File: config.mk
export PLATFORM = sky130hd
export DESIGN_NAME = lsu_memory_pipe
export DESIGN_NICKNAME = d
export VERILOG_FILES = /design/src/rtl/lsu_pkg.sv /design/src/rtl/lsu_load_queue.sv /design/src/rtl/lsu_memory_pipe.sv
export SDC_FILE = /design/constraint.sdc
export NUM_CORES = 1
export LEC_CHECK = 0
export CAP_MARGIN = 20
export CORE_AREA = 3 3 177 179
export DETAILED_ROUTE_END_ITERATION = 8
export DIE_AREA = 0 0 180 182
export GPL_TIMING_DRIVEN = 1
export PLACE_DENSITY = 0.7
export SLEW_MARGIN = 20
export SYNTH_ARGS = -nofsm -noshare
export SYNTH_HDL_FRONTEND = slang
export SYNTH_SLANG_ARGS = --single-unit
File: constraint.sdc
create_clock -name clk -period 14.2 [get_ports clk]
set_input_delay 2.84 -clock clk [delete_from_list [all_inputs] [get_ports clk]]
set_output_delay 2.84 -clock clk [all_outputs]
set_load 0.03 [all_outputs]
File: src/rtl/lsu_pkg.sv
// lsu_pkg -- shared access-size encoding and load-queue entry layout for the LSU memory pipe.
// Revision 1.0
`default_nettype none

package lsu_pkg;

   typedef enum logic [1:0] {
      BYTE  = 2'd0,
      HALF  = 2'd1,
      WORD  = 2'd2,
      DWORD = 2'd3
   } size_e;

   // Field widths sized for the largest supported configuration (tag <= 8 bits, data <= 512 bits).
   localparam int LQ_TAG_W = 8;
   localparam int LQ_OFS_W = 6;

   typedef struct packed {
      logic [LQ_TAG_W-1:0] tag;
      size_e               size;
      logic                uns;
      logic [LQ_OFS_W-1:0] offset;
   } lq_meta_t;

   function automatic size_e clamp_size(input logic [1:0] size, input int max_log2);
      if (int'(size) > max_log2)
         return size_e'(max_log2[1:0]);
      return size_e'(size);
   endfunction

endpackage

`default_nettype wire

File: src/rtl/lsu_load_queue.sv
// lsu_load_queue -- in-order load queue; entries are filled by memory responses or forwarding, popped at the head.
// Revision 1.0
`default_nettype none

module lsu_load_queue
   import lsu_pkg::*;
#(
   parameter int BW_DATA  = 32,
   parameter int LQ_DEPTH = 4
) (
   input  logic               clk,
   input  logic               rst_n,
   input  logic               enq,
   input  lq_meta_t           enq_meta,
   input  logic               enq_dv,
   input  logic [BW_DATA-1:0] enq_data,
   output logic               full,
   input  logic               fill,
   input  logic [BW_DATA-1:0] fill_data,
   output logic               fill_found,
   output lq_meta_t           fill_meta,
   output logic               head_valid,
   output lq_meta_t           head_meta,
   output logic [BW_DATA-1:0] head_data,
   input  logic               pop
);

   localparam int AW = $clog2(LQ_DEPTH);

   logic [AW:0]         wr_ptr;
   logic [AW:0]         rd_ptr;
   logic [AW:0]         count;
   logic [AW-1:0]       wr_idx;
   logic [AW-1:0]       rd_idx;
   logic [AW-1:0]       fill_ptr;
   logic [LQ_DEPTH-1:0] dv;
   lq_meta_t            meta_mem [LQ_DEPTH];
   logic [BW_DATA-1:0]  data_mem [LQ_DEPTH];

   assign wr_idx     = wr_ptr[AW-1:0];
   assign rd_idx     = rd_ptr[AW-1:0];
   assign count      = wr_ptr - rd_ptr;
   assign full       = (wr_ptr[AW] != rd_ptr[AW]) && (wr_idx == rd_idx);
   assign head_valid = (count != '0) && dv[rd_idx];
   assign head_meta  = meta_mem[rd_idx];
   assign head_data  = data_mem[rd_idx];
   assign fill_meta  = meta_mem[fill_ptr];

   // Fill pointer: oldest occupied entry still waiting for memory data (forwarded entries are skipped).
   always_comb begin
      fill_found = 1'b0;
      fill_ptr   = rd_idx;
      for (int i = LQ_DEPTH - 1; i >= 0; i--) begin
         if (((AW+1)'(i) < count) && !dv[rd_idx + AW'(i)]) begin
            fill_found = 1'b1;
            fill_ptr   = rd_idx + AW'(i);
         end
      end
   end

   always_ff @(posedge clk or negedge rst_n) begin
      if (!rst_n) begin
         wr_ptr <= '0;
         rd_ptr <= '0;
         dv     <= '0;
      end else begin
         if (enq) begin
            dv[wr_idx] <= enq_dv;
            wr_ptr     <= wr_ptr + 1'b1;
         end
         if (fill && fill_found)
            dv[fill_ptr] <= 1'b1;
         if (pop)
            rd_ptr <= rd_ptr + 1'b1;
      end
   end

   always_ff @(posedge clk) begin
      if (enq) begin
         meta_mem[wr_idx] <= enq_meta;
         data_mem[wr_idx] <= enq_data;
      end
      if (fill && fill_found)
         data_mem[fill_ptr] <= fill_data;
   end

endmodule

`default_nettype wire

File: src/rtl/lsu_memory_pipe.sv
// lsu_memory_pipe -- issues loads/stores to data memory, extends load results and broadcasts them on the CDB in order.
// Revision 1.0
`default_nettype none

module lsu_memory_pipe
   import lsu_pkg::*;
#(
   parameter int BW_PROCESSOR_DATA = 32,
   parameter int BW_ADDRESS        = 32,
   parameter int BW_TAG            = 4,
   parameter int LQ_DEPTH          = 4
) (
   input  logic                           clk,
   input  logic                           rst_n,
   input  logic                           i_lsrsv_valid,
   output logic                           i_lsrsv_ready,
   input  logic                           i_lsrsv_opcode,
   input  logic [1:0]                     i_lsrsv_size,
   input  logic                           i_lsrsv_unsigned,
   input  logic [BW_TAG-1:0]              i_lsrsv_tag,
   input  logic [BW_ADDRESS-1:0]          i_lsrsv_rwaddr,
   input  logic [BW_PROCESSOR_DATA-1:0]   i_lsrsv_wdata,
   input  logic                           i_lsrsv_load_forwarding_valid,
   input  logic [BW_PROCESSOR_DATA-1:0]   i_lsrsv_load_forwarding_data,
   output logic                           o_D_mem_valid,
   input  logic                           o_D_mem_ready,
   output logic                           o_D_mem_r0w1,
   output logic [BW_ADDRESS-1:0]          o_D_mem_rwaddr,
   output logic [BW_PROCESSOR_DATA-1:0]   o_D_mem_wdata,
   output logic [BW_PROCESSOR_DATA/8-1:0] o_D_mem_wstrb,
   input  logic                           i_D_mem_rvalid,
   input  logic [BW_PROCESSOR_DATA-1:0]   i_D_mem_rdata,
   output logic                           o_cdb_valid,
   input  logic                           o_cdb_ready,
   output logic [BW_TAG-1:0]              o_cdb_tag,
   output logic [BW_PROCESSOR_DATA-1:0]   o_cdb_data
);

   localparam int NB = BW_PROCESSOR_DATA / 8;
   localparam int OW = $clog2(NB);
   localparam int IW = $clog2(BW_PROCESSOR_DATA);

   logic                         alive;
   logic                         is_load, fwd_load, accept, req_load, lq_full;
   size_e                        esize;
   logic [OW-1:0]                offset;
   logic [NB-1:0]                strobe;
   logic [BW_PROCESSOR_DATA-1:0] rep_data;
   logic                         req_valid, req_r0w1;
   logic [BW_ADDRESS-1:0]        req_addr;
   logic [BW_PROCESSOR_DATA-1:0] req_wdata;
   logic [NB-1:0]                req_wstrb;
   lq_meta_t                     enq_meta, fill_meta, head_meta;
   logic                         fill_found, head_valid;
   logic [BW_PROCESSOR_DATA-1:0] shifted, fill_data, head_data;
   logic [IW-1:0]                msb_idx;

   assign is_load  = !i_lsrsv_opcode;
   assign fwd_load = is_load && i_lsrsv_load_forwarding_valid;
   assign i_lsrsv_ready = alive && (!is_load || !lq_full) && (fwd_load || !req_valid || o_D_mem_ready);
   assign accept   = i_lsrsv_valid && i_lsrsv_ready;
   assign req_load = accept && !fwd_load;
   assign esize    = clamp_size(i_lsrsv_size, OW);

   always_comb begin
      offset   = i_lsrsv_rwaddr[OW-1:0] & ~OW'((1 << int'(esize)) - 1);
      strobe   = ((NB'(1) << (1 << int'(esize))) - NB'(1)) << offset;
      rep_data = '0;
      for (int b = 0; b < NB; b++)
         rep_data[b*8 +: 8] = i_lsrsv_wdata[(b & ((1 << int'(esize)) - 1))*8 +: 8];
   end

   // Holds ready low for the first edge after reset release so every output is 0 during reset.
   always_ff @(posedge clk or negedge rst_n) begin
      if (!rst_n) alive <= 1'b0;
      else        alive <= 1'b1;
   end

   always_ff @(posedge clk or negedge rst_n) begin
      if (!rst_n) begin
         req_valid <= 1'b0;
         req_r0w1  <= 1'b0;
         req_addr  <= '0;
         req_wdata <= '0;
         req_wstrb <= '0;
      end else if (req_load) begin
         req_valid <= 1'b1;
         req_r0w1  <= i_lsrsv_opcode;
         req_addr  <= {i_lsrsv_rwaddr[BW_ADDRESS-1:OW], OW'(0)};
         req_wdata <= i_lsrsv_opcode ? rep_data : '0;
         req_wstrb <= i_lsrsv_opcode ? strobe : '0;
      end else if (o_D_mem_ready) begin
         req_valid <= 1'b0;
      end
   end

   assign o_D_mem_valid  = req_valid;
   assign o_D_mem_r0w1   = req_r0w1;
   assign o_D_mem_rwaddr = req_addr;
   assign o_D_mem_wdata  = req_wdata;
   assign o_D_mem_wstrb  = req_wstrb;

   assign enq_meta = '{tag: LQ_TAG_W'(i_lsrsv_tag), size: esize, uns: i_lsrsv_unsigned,
                       offset: LQ_OFS_W'(offset)};

   // Response extraction: align the addressed bytes to bit 0, then sign/zero extend from the access width.
   always_comb begin
      shifted   = i_D_mem_rdata >> (int'(fill_meta.offset[OW-1:0]) * 8);
      msb_idx   = IW'((8 << int'(fill_meta.size)) - 1);
      fill_data = '0;
      for (int i = 0; i < BW_PROCESSOR_DATA; i++) begin
         if (i <= int'(msb_idx)) fill_data[i] = shifted[i];
         else                    fill_data[i] = !fill_meta.uns && shifted[msb_idx];
      end
   end

   lsu_load_queue #(
      .BW_DATA  (BW_PROCESSOR_DATA),
      .LQ_DEPTH (LQ_DEPTH)
   ) u_lq (
      .clk        (clk),
      .rst_n      (rst_n),
      .enq        (accept && is_load),
      .enq_meta   (enq_meta),
      .enq_dv     (fwd_load),
      .enq_data   (i_lsrsv_load_forwarding_data),
      .full       (lq_full),
      .fill       (i_D_mem_rvalid),
      .fill_data  (fill_data),
      .fill_found (fill_found),
      .fill_meta  (fill_meta),
      .head_valid (head_valid),
      .head_meta  (head_meta),
      .head_data  (head_data),
      .pop        (head_valid && o_cdb_ready)
   );

   assign o_cdb_valid = head_valid;
   assign o_cdb_tag   = head_valid ? BW_TAG'(head_meta.tag) : '0;
   assign o_cdb_data  = head_valid ? head_data : '0;

endmodule

`default_nettype wire

==> After elaboration in Yosys (flattened, before gate mapping) <==
Memories as Yosys holds them, arrays and structs flattened.
Cells that the tools add are included.
W data, S select, Z words.
{ "word_totals": {"reg_bits": 79, "ramBits": 164, "memories": 2} }
{ "classes": {"addsub": 9, "n_lt_le_gt_ge": 45, "n_eq_ne": 2, "shifts": 8, "muxes": 69, "n_bitwise": 3, "n_reduce_logical": 31} }
{ "memory_table": {"columns": ["memory", "depth", "width", "read_ports", "rd_clocked_by_memory_dff", "write_ports", "line", "source"], "rows": [
  ["u_lq.data_mem", 4, 32, 1, 0, 2, "lsu_load_queue.sv:38", "logic [BW_DATA-1:0] data_mem [LQ_DEPTH];"],
  ["u_lq.meta_mem", 4, 9, 2, 0, 1, "lsu_load_queue.sv:37", "lq_meta_t meta_mem [LQ_DEPTH];"]
]} }
{ "ops": {"columns": ["operator", "n"], "rows": [
  ["$le A5 B5 Y1 const A", 16],
  ["$mux W32", 2],
  ["$shiftx A32 B6 Y8", 2],
  ["$mux W1", 49],
  ["$le A4 B5 Y1 const A", 8],
  ["$shiftx A32 B5 Y8", 1],
  ["$shl A1 B2 Y32 const A", 1],
  ["$shl A1 B32 Y4 const A", 1],
  ["$shr A32 B5 Y32", 1],
  ["$le A3 B5 Y1 const A", 4],
  ["$lt A2 B3 Y1 const B", 6],
  ["$logic_and A1 B1 Y1", 17],
  ["$mux W4", 4],
  ["$mux W2", 6],
  ["$le A2 B5 Y1 const A", 2],
  ["$logic_not A1 Y1", 9],
  ["$bmux W1 S2", 4],
  ["$add A3 B1 Y3 const B", 2],
  ["$lt A1 B3 Y1 const A", 2],
  ["$lt A2 B3 Y1 const A", 2],
  ["$lt A5 B6 Y1 const B", 1],
  ["$bmux W1 S5", 1],
  ["$le A1 B5 Y1 const A", 1],
  ["$shl A4 B2 Y5 const A", 1],
  ["19 further kinds", 24]
]} }

==> Depth between registers and ports, before layout <==
An unclocked memory read counts as a cell.
{ "depth": {"depth_word": 16, "mapped_depth": 18, "depth_no_buf": 16} }

==> Hierarchy <==
A second synthesis with hierarchy kept.
{ "hier_totals": {"hier_cells": 898, "area_unflattened_um2": 14276.2} }
{ "by_module_without_submodules": {"columns": ["module", "n_inst", "cells_each", "area_per_inst_um2", "seq_area_each_um2"], "rows": [
  ["lsu_load_queue", 1, 517, 10176.0, 6135.9],
  ["lsu_memory_pipe", 1, 381, 4100.2, 1726.7]
]} }

==> Worst setup path after synthesis <==
No wires, ideal clock.
{ "synth_timing": {"path_kind": "input to output", "from": "input i_lsrsv_load_forwarding_valid", "to": "output i_lsrsv_ready", "t_arrival_ns": 3.491, "setup_slack_ns": 7.869, "cell_stages": 3, "n_path_buf": 0, "path_cell_list": "nor2b_1 o21ai_0 nor2_1"} }
{ "synth_between": {"elab_chain_cells": 4} }
{ "synth_lines": {"columns": ["item", "line", "source"], "rows": [
  ["from (decl)", "lsu_memory_pipe.sv:23", "input logic i_lsrsv_load_forwarding_valid,"],
  ["$logic_and A1 B1 Y1", "lsu_memory_pipe.sv:59", "assign fwd_load = is_load && i_lsrsv_load_forwarding_valid;"],
  ["$logic_or A1 B1 Y1 (2 in series)", "lsu_memory_pipe.sv:60", "assign i_lsrsv_ready = alive && (!is_load || !lq_full) && (fwd_load || !req_valid || o_D_mem_ready);"],
  ["$logic_and A1 B1 Y1", "lsu_memory_pipe.sv:60", null],
  ["to (decl)", "lsu_memory_pipe.sv:16", "output logic i_lsrsv_ready,"]
]} }
Every way passes these cells.

==> Final worst setup path <==
Same ends and word-level chain as after synthesis.

==> impl_metrics.env <==
export IMPL_ys_warn_count=0
export IMPL_cts_setup_buffers=0
export IMPL_critPathSlowestCell="clkdlybuf4s50_1"
export IMPL_rsz0062_at_grt="no"
export IMPL_highest_layer="met4"
export IMPL_async_flop_share=0.3251
export IMPL_seq_area_frac_synth=0.5179
export IMPL_dieWidth_um=180
export IMPL_drc_errors=0
export IMPL_r2r_start="u_lq.rd_ptr[1]"
export IMPL_crit_chain="clkdlybuf4s50_1 -> nor2b_1 -> o21ai_0 -> nor2_1 -> clkdlybuf4s50_1"
export IMPL_worstHoldStart="o_D_mem_wdata[14]"
export IMPL_max_stage_delay_ns=0.70
export IMPL_drt_initial_drc_count=1272
export IMPL_die_area_um2=32760
export IMPL_grt_pass1_wl_um=60500
export IMPL_start_util=0.4484
export IMPL_maxCapViolCount=0
export IMPL_htreeDepth=1
export IMPL_cts_tree="yes"
export IMPL_final_period_utilization=0.5189
export IMPL_max_freq_ghz=0.1357
export IMPL_fin_nets=1480
export IMPL_io_buffers=248
export IMPL_cts_root_buffer="clkbuf_16"
export IMPL_max_slew_margin=0.2837
export IMPL_clkTransAtPathRegs_ns=0.06
export IMPL_grt_util_all_layers=0.2309
export IMPL_cts_buffers=26
export IMPL_final_cell_mix="clkdlybuf4s50_1 (247), edfxtp_1 (164), o21ai_0 (109), nand2_1 (89), nor2_1 (82)"
export IMPL_n_antenna_cell=0
export IMPL_dr_wl_met3_um=4209
export IMPL_cts_resized=0
export IMPL_critPathBufInv=2
export IMPL_crit_type="primary input to primary output"
export IMPL_synth_flop_cell="edfxtp_1"
export IMPL_num_vias=10400
export IMPL_antenna_left=0
export IMPL_worstMarginPinSlew_ns=1.071
export IMPL_ys_ff_latch=243
export IMPL_setup_viol=0
export IMPL_die_y_um=182
export IMPL_wl_met1_um=14980
export IMPL_fillers=2498
export IMPL_reg2reg_slack_ns=7.96
export IMPL_wl_per_cell_um=22.54
export IMPL_fp_coreArea_um2=29720
export IMPL_cp_start_kind="primary input"
export IMPL_rows=63
export IMPL_hold_viol=0
export IMPL_postCtsHoldBufs=0
export IMPL_end_kind="primary output"
export IMPL_hp_class="register to register"
export IMPL_cp_arrival_ns=4.53
export IMPL_worstPathRequired_ns=11.36
export IMPL_clock_sinks=243
export IMPL_gp_congestion=0.8950
export IMPL_multi_input_area_um2=5902
export IMPL_max_clock_path_buffers=3
export IMPL_synth_cells=1121
export IMPL_wl_met2_um=18630
export IMPL_clock_skew_ns=0.01297
export IMPL_setup_tns_final_ns=0
export IMPL_drtPass1Iterations=5
export IMPL_cp_max_fo=5
export IMPL_cp_top_family="buffers and inverters"
export IMPL_seq_area_um2=6904
export IMPL_synthToLayoutAreaGrowth_pct=27.17
export IMPL_wl_um=39100
export IMPL_period_minus_slack_ns=7.368
export IMPL_grt_pass1_vias=10667
export IMPL_grt_max_degree=69
export IMPL_startpoint="i_lsrsv_load_forwarding_valid"
export IMPL_syn_avg_cell_area_um2=11.89
export IMPL_synth_area_um2=13330
export IMPL_place_detailed_hpwl_um=25970
export IMPL_grt_overflow_total=0
export IMPL_grt_antenna_before_repair=0
export IMPL_drive_above_1_share=0.1621
export IMPL_num_io_pins=251
export IMPL_outcome="complete, no violations"
export IMPL_crit_top_cell="clkdlybuf4s50_1"
export IMPL_clock_latency_ns=0.54
export IMPL_avgViaCountPerCell=5.994
export IMPL_final_common_cell="clkdlybuf4s50_1"
export IMPL_slew_violations=0
export IMPL_synth_edf_count=164
export IMPL_synth_cell_types=71
==> cell families after synthesis <==
kind of cell,synth area share
fa+ha+maj,0.009953
xor+xnor,0.006948
buf+inv,0.04075
simple gates,0.09624
other cells,0.0005636
mux,0.1564
compound gates,0.1712
flops,0.5179
==> layout make-up <==
| type | count | share of cell area |
|---|---|---|
| multi-input combinational | 751 | 0.3483 |
| sequential | 243 | 0.4074 |
| inverter | 34 | 0.007826 |
| clock buffer | 37 | 0.04393 |
| tap | 390 | 0.02879 |
| timing repair buffer | 271 | 0.1565 |
| clock inverter | 9 | 0.007236 |
==> worst paths after layout <==
kind                                        endpoint  depth (start not counted)
worst max-delay path                   i_lsrsv_ready                          5
worst min-delay path               o_D_mem_wdata[14]                          2
worst max register to register  u_lq.data_mem[3][29]                         14
worst min register to register     o_D_mem_wdata[14]                          2
max in group asynchronous         o_D_mem_rwaddr[30]                          2
min in group asynchronous              o_D_mem_valid                          1
==> cell usage after synthesis (all sizes together) (21+ instances only) <==
cell	count	area [µm²]
a22oi	32	240.2
edfxtp	164	4925
nand2	91	346.6
mux4	41	923.4
clkbuf	58	219.0
buf	36	191.4
mux2	62	698.2
o41ai	29	468.0
o21ai	127	643.1
nor2	85	321.6
a21oi	21	105.1
and3	37	231.5
dfrtp	79	1977
inv	34	132.6
mux2i	45	462.9
a41oi	28	245.2
==> per-layer routing <==
layer / global-route usage / up-vias
met5: 0 / -
met4: 0.07395 / 0
met3: 0.06450 / 81
met2: 0.3882 / 570
met1: 0.2905 / 5036
li1: - / 4713
==> metrics by stage <==
stage | std cells | hold WS (ns) | utilization | worst slack (ns) | cell area [µm²]
after global routing | 1735 | 0.4972 | 0.5703 | 6.712 | 16950
final | 1735 | 0.4769 | 0.5703 | 6.832 | 16950
after detailed placement | 1689 | 0.4702 | 0.5411 | 6.815 | 16080
after CTS | 1735 | 0.4845 | 0.5703 | 6.816 | 16950
after floorplan | 1122 | 0.4954 | - | 7.869 | 13330
after global placement | 1689 | 0.4612 | 0.5411 | 6.826 | 16080
==> state kept, by name (all words and copies together), names as in the netlist <==
name	cells
o_D_mem_wdata	32
u_lq.wr_ptr	3
u_lq.meta_mem	36
u_lq.dv	4
o_D_mem_r0w1	1
o_D_mem_rwaddr	30
o_D_mem_valid	1
u_lq.rd_ptr	3
u_lq.data_mem	128
o_D_mem_wstrb	4
alive	1
==> worst min-delay path, stage by stage, from the launching register on <==
cell	delay, ns
dfrtp_1	0.34
nand2_1	0.04
o21ai_0	0.06
Power is not shown: default switching activity piles up to over one toggle a cycle in this logic, so the estimate is an artifact.
